[src/rtl/bp_mmio_reorder_tracker.sv]
// rtl/bp_mmio_reorder_tracker.sv - in-order release tracker for out-of-order MMIO returns
//
// Allocates IDs in order, stores a header per ID, accepts returns (load data or
// store credits) in any order and releases responses strictly in allocation order.
// A head entry that stays pending for timeout_cycles_p cycles is force-released
// with all-ones data. Its slot then stays STALE until the late return arrives.
//
// Ports:
//   clk_i, reset_i                 clock, synchronous active-high reset
//   alloc_v_i/alloc_header_i       allocation request and header to store
//   alloc_ready_o/alloc_id_o       slot at alloc pointer is free / ID it receives
//   ret_v_i/ret_id_i               return event (always accepted) and its ID
//   ret_is_credit_i/ret_data_i     store credit flag / load data
//   resp_v_o/resp_header_o         head releasable / head header
//   resp_data_o/resp_timeout_o     head data / head released by timeout
//   resp_yumi_i                    consume head
//   count_o                        number of non-free entries
//   err_o/err_id_o                 pulse on illegal return / its ID (held)

module bp_mmio_reorder_tracker #(
    parameter int els_p            = 32,
    parameter int data_width_p     = 32,
    parameter int header_width_p   = 64,
    parameter int timeout_cycles_p = 1024,
    localparam int id_width_lp     = $clog2(els_p)
) (
    input  logic                      clk_i,
    input  logic                      reset_i,
    input  logic                      alloc_v_i,
    input  logic [header_width_p-1:0] alloc_header_i,
    output logic                      alloc_ready_o,
    output logic [id_width_lp-1:0]    alloc_id_o,
    input  logic                      ret_v_i,
    input  logic [id_width_lp-1:0]    ret_id_i,
    input  logic                      ret_is_credit_i,
    input  logic [data_width_p-1:0]   ret_data_i,
    output logic                      resp_v_o,
    output logic [header_width_p-1:0] resp_header_o,
    output logic [data_width_p-1:0]   resp_data_o,
    output logic                      resp_timeout_o,
    input  logic                      resp_yumi_i,
    output logic [id_width_lp:0]      count_o,
    output logic                      err_o,
    output logic [id_width_lp-1:0]    err_id_o
);

    localparam int timer_width_lp = (timeout_cycles_p > 0) ? $clog2(timeout_cycles_p + 1) : 1;
    localparam logic [timer_width_lp-1:0] timeout_lp = timer_width_lp'(timeout_cycles_p);
    localparam bit timeout_en_lp = (timeout_cycles_p != 0);

    typedef enum logic [1:0] {
        ST_FREE  = 2'd0,
        ST_PEND  = 2'd1,
        ST_DONE  = 2'd2,
        ST_STALE = 2'd3
    } entry_state_e;

    entry_state_e              state_r  [els_p];
    entry_state_e              state_n  [els_p];
    logic [header_width_p-1:0] header_r [els_p];
    logic [data_width_p-1:0]   data_r   [els_p];

    logic [id_width_lp-1:0]    wr_ptr_r;
    logic [id_width_lp-1:0]    rd_ptr_r;
    logic [timer_width_lp-1:0] timer_r;
    logic [id_width_lp:0]      count_r;
    logic                      err_r;
    logic [id_width_lp-1:0]    err_id_r;

    logic       alloc_fire;
    logic       head_timed_out;
    logic       err_n;
    logic [1:0] free_cnt;

    assign alloc_ready_o  = (state_r[wr_ptr_r] == ST_FREE);
    assign alloc_id_o     = wr_ptr_r;
    assign alloc_fire     = alloc_v_i & alloc_ready_o;

    assign head_timed_out = timeout_en_lp && (state_r[rd_ptr_r] == ST_PEND) && (timer_r == timeout_lp);

    assign resp_v_o       = (state_r[rd_ptr_r] == ST_DONE) | head_timed_out;
    assign resp_timeout_o = head_timed_out;
    assign resp_header_o  = header_r[rd_ptr_r];
    assign resp_data_o    = head_timed_out ? '1 : data_r[rd_ptr_r];

    assign count_o        = count_r;
    assign err_o          = err_r;
    assign err_id_o       = err_id_r;

    // Return is applied first, then yumi and alloc override the entries they touch.
    always_comb begin
        state_n  = state_r;
        err_n    = 1'b0;
        free_cnt = 2'd0;

        if (ret_v_i) begin
            case (state_r[ret_id_i])
                ST_PEND:  state_n[ret_id_i] = ST_DONE;
                ST_STALE: begin
                    state_n[ret_id_i] = ST_FREE;
                    free_cnt          = free_cnt + 2'd1;
                end
                default:  err_n = 1'b1;
            endcase
        end

        if (resp_yumi_i) begin
            if (state_r[rd_ptr_r] == ST_DONE) begin
                state_n[rd_ptr_r] = ST_FREE;
                free_cnt          = free_cnt + 2'd1;
            end else if (head_timed_out) begin
                // A late return landing with the forced release closes the slot outright.
                if (ret_v_i && (ret_id_i == rd_ptr_r)) begin
                    state_n[rd_ptr_r] = ST_FREE;
                    free_cnt          = free_cnt + 2'd1;
                end else begin
                    state_n[rd_ptr_r] = ST_STALE;
                end
            end
        end

        if (alloc_fire) begin
            state_n[wr_ptr_r] = ST_PEND;
        end
    end

    always_ff @(posedge clk_i) begin
        if (reset_i) begin
            for (int i = 0; i < els_p; i++) begin
                state_r[i] <= ST_FREE;
            end
            wr_ptr_r <= '0;
            rd_ptr_r <= '0;
            timer_r  <= '0;
            count_r  <= '0;
            err_r    <= 1'b0;
            err_id_r <= '0;
        end else begin
            state_r <= state_n;
            err_r   <= err_n;
            if (err_n) begin
                err_id_r <= ret_id_i;
            end
            count_r <= count_r + (id_width_lp + 1)'(alloc_fire) - (id_width_lp + 1)'(free_cnt);
            if (alloc_fire) begin
                wr_ptr_r <= wr_ptr_r + id_width_lp'(1);
            end
            if (resp_yumi_i) begin
                rd_ptr_r <= rd_ptr_r + id_width_lp'(1);
            end
            // Timer only runs while the same head stays pending across the edge.
            if (resp_yumi_i || (state_r[rd_ptr_r] != ST_PEND) || (state_n[rd_ptr_r] != ST_PEND)) begin
                timer_r <= '0;
            end else if (timer_r != timeout_lp) begin
                timer_r <= timer_r + timer_width_lp'(1);
            end
        end
    end

    always_ff @(posedge clk_i) begin
        if (alloc_fire) begin
            header_r[wr_ptr_r] <= alloc_header_i;
        end
        if (ret_v_i && (state_r[ret_id_i] == ST_PEND)) begin
            data_r[ret_id_i] <= ret_is_credit_i ? '0 : ret_data_i;
        end
    end

    yumi_needs_valid: assert property (@(posedge clk_i) disable iff (reset_i) resp_yumi_i |-> resp_v_o);

endmodule

[config.mk]
export PLATFORM = sky130hd
export DESIGN_NAME = bp_mmio_reorder_tracker
export DESIGN_NICKNAME = d
export VERILOG_FILES = /design/src/rtl/bp_mmio_reorder_tracker.sv
export SDC_FILE = /design/constraint.sdc
export NUM_CORES = 2
export LEC_CHECK = 0
export ABC_AREA = 1
export BUFFER_PORTS_ARGS = -buffer_cell sky130_fd_sc_hd__buf_2
export CAP_MARGIN = 10
export CELL_PAD_IN_SITES_DETAIL_PLACEMENT = 1
export CELL_PAD_IN_SITES_GLOBAL_PLACEMENT = 1
export CORE_UTILIZATION = 26
export CTS_CLUSTER_DIAMETER = 30
export DETAILED_ROUTE_END_ITERATION = 10
export PLACE_DENSITY = 0.41
export SYNTH_ARGS = -nofsm -noshare
export SYNTH_HDL_FRONTEND = slang
export SYNTH_SLANG_ARGS = --single-unit
[constraint.sdc]
create_clock -name clk_i -period 8.2 [get_ports clk_i]
set_input_delay 1.64 -clock clk_i [delete_from_list [all_inputs] [get_ports clk_i]]
set_output_delay 1.64 -clock clk_i [all_outputs]
set_load 0.05 [all_outputs]
## Yosys cells after proc, flatten, opt, wreduce, memory -nomap -nowiden

Memory sizes are Yosys's and may differ from the RTL's. A register that Yosys moved wholly into a read port is not among the register bits.
Index checks and enable logic that the tools add are counted.

- $add $sub $neg: 6
- Magnitude comparators: 6
- Equal/unequal tests: 9
- Mux-type cells: 43
- Bitwise gates (word level): 16
- Reductions and logical operators: 11

Operators by type and width:

| kind | count |
|---|---|
| 64-bit two-way mux | 6 |
| 64-bit bitwise AND | 2 |
| 64-bit inverter | 2 |
| 64-bit case mux with 2 select lines | 1 |
| 32-bit bitwise AND | 2 |
| 32-bit two-way mux | 2 |
| 32-bit inverter | 2 |
| 32-bit bitwise OR | 2 |
| 64-bit bitwise OR | 1 |
| 2-bit binary-select mux with 5-bit select | 4 |
| 2-bit demux with 5-bit select | 3 |
| 2-bit two-way mux | 15 |
| 5-bit two-way mux | 4 |
| 6-bit greater-or-equal comparator (second input constant) | 3 |
| 6-bit by 1-bit less-than comparator with 1-bit output (second input constant) | 3 |
| 5-bit inverter with 6-bit output | 3 |
| 11-bit by 1-bit adder with 11-bit output (second input constant) | 1 |
| 11-bit == test (second input constant) | 1 |
| 11-bit != test (second input constant) | 1 |
| 5-bit by 1-bit adder with 5-bit output (second input constant) | 2 |
| 1-bit two-way mux | 8 |
| 6-bit by 1-bit adder with 6-bit output | 1 |
| 1-bit logical AND | 6 |
| 6-bit by 2-bit subtractor with 6-bit output | 1 |
| 10 further kinds | 15 |

- Bits in registers: 97
- Bits in writable memories: 3072
- Bits of input ports: 107
- Output and inout port bits: 116
- Word-level logic and storage cells: 131
- Memories: 2

Memory list:

| memory | depth | width | rd ports | clocked after Yosys merged registers in | wr ports | line | source |
|---|---|---|---|---|---|---|---|
| header_r | 32 | 64 | 1 | 1 | 1 | 60 | `logic [header_width_p-1:0] header_r [els_p];` |
| data_r | 32 | 32 | 1 | 1 | 1 | 61 | `logic [data_width_p-1:0] data_r [els_p];` |

## Longest topological paths before layout

- Word-level depth: 22
- Mapped depth: 34
- Gate-level depth less buffers: 30

## Worst setup path before layout

No wires, ideal clock.

- Kind: register to register
- From: register wr_ptr_r[1], in the netlist alloc_id_o[1]
- To: register timer_r[0]
- Setup time: 62 ps
- Arrival: 5978 ps
- Required time: 8138 ps
- Path slack: 2160 ps
- Cell stages (with the launch flop): 24
- Path buffers: 3
- Period minus slack after synthesis: 6040 ps
- Cell sequence: dfxtp_1 -> clkbuf_2 -> buf_2 -> nand3_1 -> nand3_1 -> nand2_1 -> nand2_1 -> nand2_1 -> nor2_1 -> nand2_1 -> inv_1 -> nand2_2 -> nor2_1 -> nor2_1 -> a21oi_1 -> nand2_1 -> nand3_1 -> nand2_1 -> nand2_1 -> nand3_1 -> nor2_1 -> nand2_1 -> buf_6 -> nor2_2

- Elaborated cells between the ends (all ways): 21
- Classes of those cells: order compare (2); eq/ne (1); mux (9); bitwise (5); reduce/logical (4)

RTL lines:

| element | line | source |
|---|---|---|
| start: declaration | 63 | `logic [id_width_lp-1:0] wr_ptr_r;` |
| start signal: assignment | 146 | `wr_ptr_r <= wr_ptr_r + id_width_lp'(1);` |
| 5-bit inverter with 6-bit output (not written as such) | 75 | `assign alloc_ready_o = (state_r[wr_ptr_r] == ST_FREE);` |
| 2-bit binary-select mux with 5-bit select | 75 |  |
| 2-bit two-way mux (not written as such) (2 in series) | 75 |  |
| 2-bit logical NOT | 75 |  |
| net alloc_ready_o | 31 | `output logic alloc_ready_o,` |
| 1-bit bitwise AND | 77 | `assign alloc_fire = alloc_v_i & alloc_ready_o;` |
| 64-bit two-way mux | 122 | `if (alloc_fire) begin` |
| 2-bit binary-select mux with 5-bit select | 152 | `if (resp_yumi_i \|\| (state_r[rd_ptr_r] != ST_PEND) \|\| (state_n[rd_ptr_r] != ST_PEND)) begin` |
| 2-bit two-way mux (not written as such) (2 in series) | 152 |  |
| 2-bit by 1-bit != test with 1-bit output | 152 |  |
| 1-bit logical OR | 152 |  |
| 2-bit OR reduction (no source line) | -- |  |
| end signal: assignment | 155 | `timer_r <= timer_r + timer_width_lp'(1);` |
| end: declaration | 65 | `logic [timer_width_lp-1:0] timer_r;` |

The timed path passes the listed nets, and every way through them passes these cells. The select of a mux whose other input is x is not followed.
A chain may end at the register's enable or synchronous reset.

==> reports/metrics.yaml <==
logic_synthesis:
  synth_warnings: 0
  yosys.area_share.simple_pct: 9.62
  syn_area_per_cell_um2: 12.5
  synth-edff-count: 3072
  synth_compound_area_share_pct: 13.0
  synth_nets: 10300
  yosysTopAreaCellShare_pct: 72.5
  synth_seq_cells: 3174
  synthArstFlopShare_pct: 0
  synth_mux_area_share_pct: 0
  syn-cell-area_mm2: 0.127
  netlist_top_cells_count: "3072 x edfxtp_1, 2007 x nor2_1, 1814 x o21ai_0"
  synthCells: 10200
  synth_xor_area_share_pct: 0.0689
  synthTopCellsByArea: "edfxtp_1 73%, o21ai_0 7.1%, nor2_1 5.9%"
  netlist.top_cell.by_area: "edfxtp_1"
  synth_most_common_cell: "edfxtp_1"
  synthFlopType: "edfxtp_1"
  yosysSeqAreaShare_pct: 74.2
  synthDistinctLibCells: 48
  synth_top_family_by_area: "compound AO/OA/AOI/OAI gates"
  synthAdderAreaFrac_pct: 0.193
grt:
  grt-ovfl-total: 0
  grt_max_degree: 192
  antenna_found_initial: 48
  grt_pass1_wl_um: 722000
  grt_pass1_vias: 95200
  grt.total_usage_pct: 20.2
route:
  detail_route.wl_per_cell_um: 28.4
  vias_per_cell: 4.97
  drt_iter0_markers: 5727
  ant_nets: 0
  route.detailed.drc: 0
  drt-total-wl_um: 510000
  via_count: 89100
  dr.pass1.iters: 5
final_layout:
  ff_latch_area_mm2: 0.0943
  drive_above_1_share_pct: 16.2
  area_growth_pct: 30.3
  final_nets: 10900
  multi_input_area_mm2: 0.0294
  fillers: 51100
timing:
  tightest_slew_ns: 1.36
  fin_setup_tns_ns: 0
  rsz0062_at_grt: "no"
  setup_ws_ns: 1.32
  fin_crit_sh_pct: 83.9
  clock.fmax_ghz: 0.145
  slew_violations: 0
  period_minus_slack_ns: 6.88
  setup_viol: 0
  relSlewSlack_pct: 9.55
  fin_skew_ns: 0.0862
  final_hold_viol_count: 0
clock_tree:
  postCtsHoldBufs: 0
  cts_made_buffers: 863
  postCtsSetupBuffers: 0
  cts_tree: "yes"
  cts_resized: 0
  cts_sinks: 3174
  root_buffer: "clkbuf_16"
  clock_latency_ns: 1.12
  clk_path_buf_depth: 4
  clk_pin_slew_ns: 0.04
  cts-htree-levels: 6
outcome:
  run_status: "completed"
worst_setup_path:
  reg2regPathDepth: 13
  critPathMaxStageDelay_ns: 0.92
  rr_endpoint: "header_r[3][40]"
  r2r-start: "alloc_id_o[1]"
  cp.required_ns: 6.56
  crit_arrival_ns: 5.24
  start_kind: "flip-flop"
  end_kind: "output port"
  worstPathMaxFanout: 191
  cp_cell_sequence: "buf_12 > buf_4 > o21ai_0 > o221ai_1 > nand3_1 > nand3_1 > nand2_1 > nand2_1 > buf_2"
  reg2reg_slack_ns: 1.97
  criticalPathCategory: "reg2out"
  slowest_stage: "dfxtp_4"
  crit_end: "resp_data_o[11]"
floorplanning:
  num_io_pins: 223
  dieArea_mm2: 0.492
  coreArea_mm2: 0.487
  die_w_um: 701
  fp-row-count: 256
  die_y_um: 701
  start_util_pct: 26.1
pwr:
  peakVddDrop_mv: 0.223
  leakage_nw: 56.1
  total_power_w: 0.0552
  powerDensity_mw_per_mm2: 333
placed_design:
  hpwl_um: 264000
  gp_congestion: 0.879
  portBuffers: 222
  place_ws_ns: 1.90
job:
  drv_cap: 0
worst_hold_path:
  hp-class: "reg2reg"
cell type report:
class	count	share of cell area [%]
flip-flops and latches	3174	56.9
clock inverters	586	4.15
repair buffers	428	2.01
multi-input cells	6011	17.8
inverters	254	0.625
clock buffers	1027	13.6
diodes	11	0.0166
well taps	6450	4.87
layer usage:
metal	up-vias	GRT usage (%)	part of all wire [%]
met3	807	2.90	3.7
met2	1949	34.9	49
met4	0	5.40	2.4
met1	47100	26.5	45
met5	-	0	0
li1	39300	-	-
report_power, final:
group,internal [W],switching (W)
clock network,0.0235,0.0101
logic,0.000760,0.00266
registers,0.0180,0.0000861
total,0.0423,0.0129
how the worst min path moves through the flow:
stage,startpoint,to,depth (start not counted)
finish,err_id_o[3],err_id_o[3],2
global route,err_id_o[0],err_id_o[0],2
global placement,err_id_o[1],err_id_o[1],2
CTS,err_id_o[3],err_id_o[3],2
detailed placement,err_id_o[3],err_id_o[3],2
floorplan,state_r[34],state_r[34],2
logic make-up after synthesis:
kind of cell	count (synthesis)
buf+inv	976
compound gates	2885
fa+ha+maj	19
simple gates	3097
flops	3174
xor+xnor	10
placed cells by master, fill, tap and decap left out, types with 16 or more instances in the layout:
cell type	Yosys	layout
a21oi_1	90	90
a31oi_1	19	19
buf_12	0	44
buf_2	15	220
buf_4	5	152
bufinv_16	0	134
clkbuf_1	646	134
clkbuf_16	0	870
clkbuf_8	0	23
clkinv_1	1	184
clkinv_2	0	182
clkinvlp_4	0	32
dfxtp_1	102	96
edfxtp_1	3072	3072
ha_1	18	18
inv_1	245	212
inv_2	8	27
inv_6	0	22
nand2_1	675	675
nand3_1	342	342
nor2_1	2007	1945
nor2_2	13	39
nor2_4	2	38
nor3_1	32	32
o211ai_1	39	39
o21ai_0	1814	1814
o21ai_1	16	16
o221ai_1	301	301
o22ai_1	572	572
sequential cells by signal (all words and copies together) (netlist names), named ones only:
register    flops
alloc_id_o      5
count_o         6
data_r       1024
err_id_o        5
err_o           1
header_r     2048
rd_ptr_r        5
state_r        64
timer_r        11
worst max-delay path, delay by kind of cell, from the launching register on:
| family | cells | cell delay, ns |
|---|---|---|
| flip-flops | 1 | 0.92 |
| AO/OA/AOI/OAI | 2 | 0.48 |
| buffers and inverters | 3 | 1.79 |
| AND/OR/NAND/NOR | 4 | 0.59 |
stage by stage:
stage	instance area, um2	util (%)	hold WS [ns]	std cells
3_5_place_dp	136000	27.9	0.462	16300
5_1_grt	166000	34.0	0.491	17900
4_1_cts	165000	34.0	0.474	17900
3_3_place_gp	136000	27.9	0.450	16300
6_report	166000	34.0	0.464	17900
2_1_floorplan	127000	-	0.483	10200
Note: power is estimated with default switching activity, not from simulation.
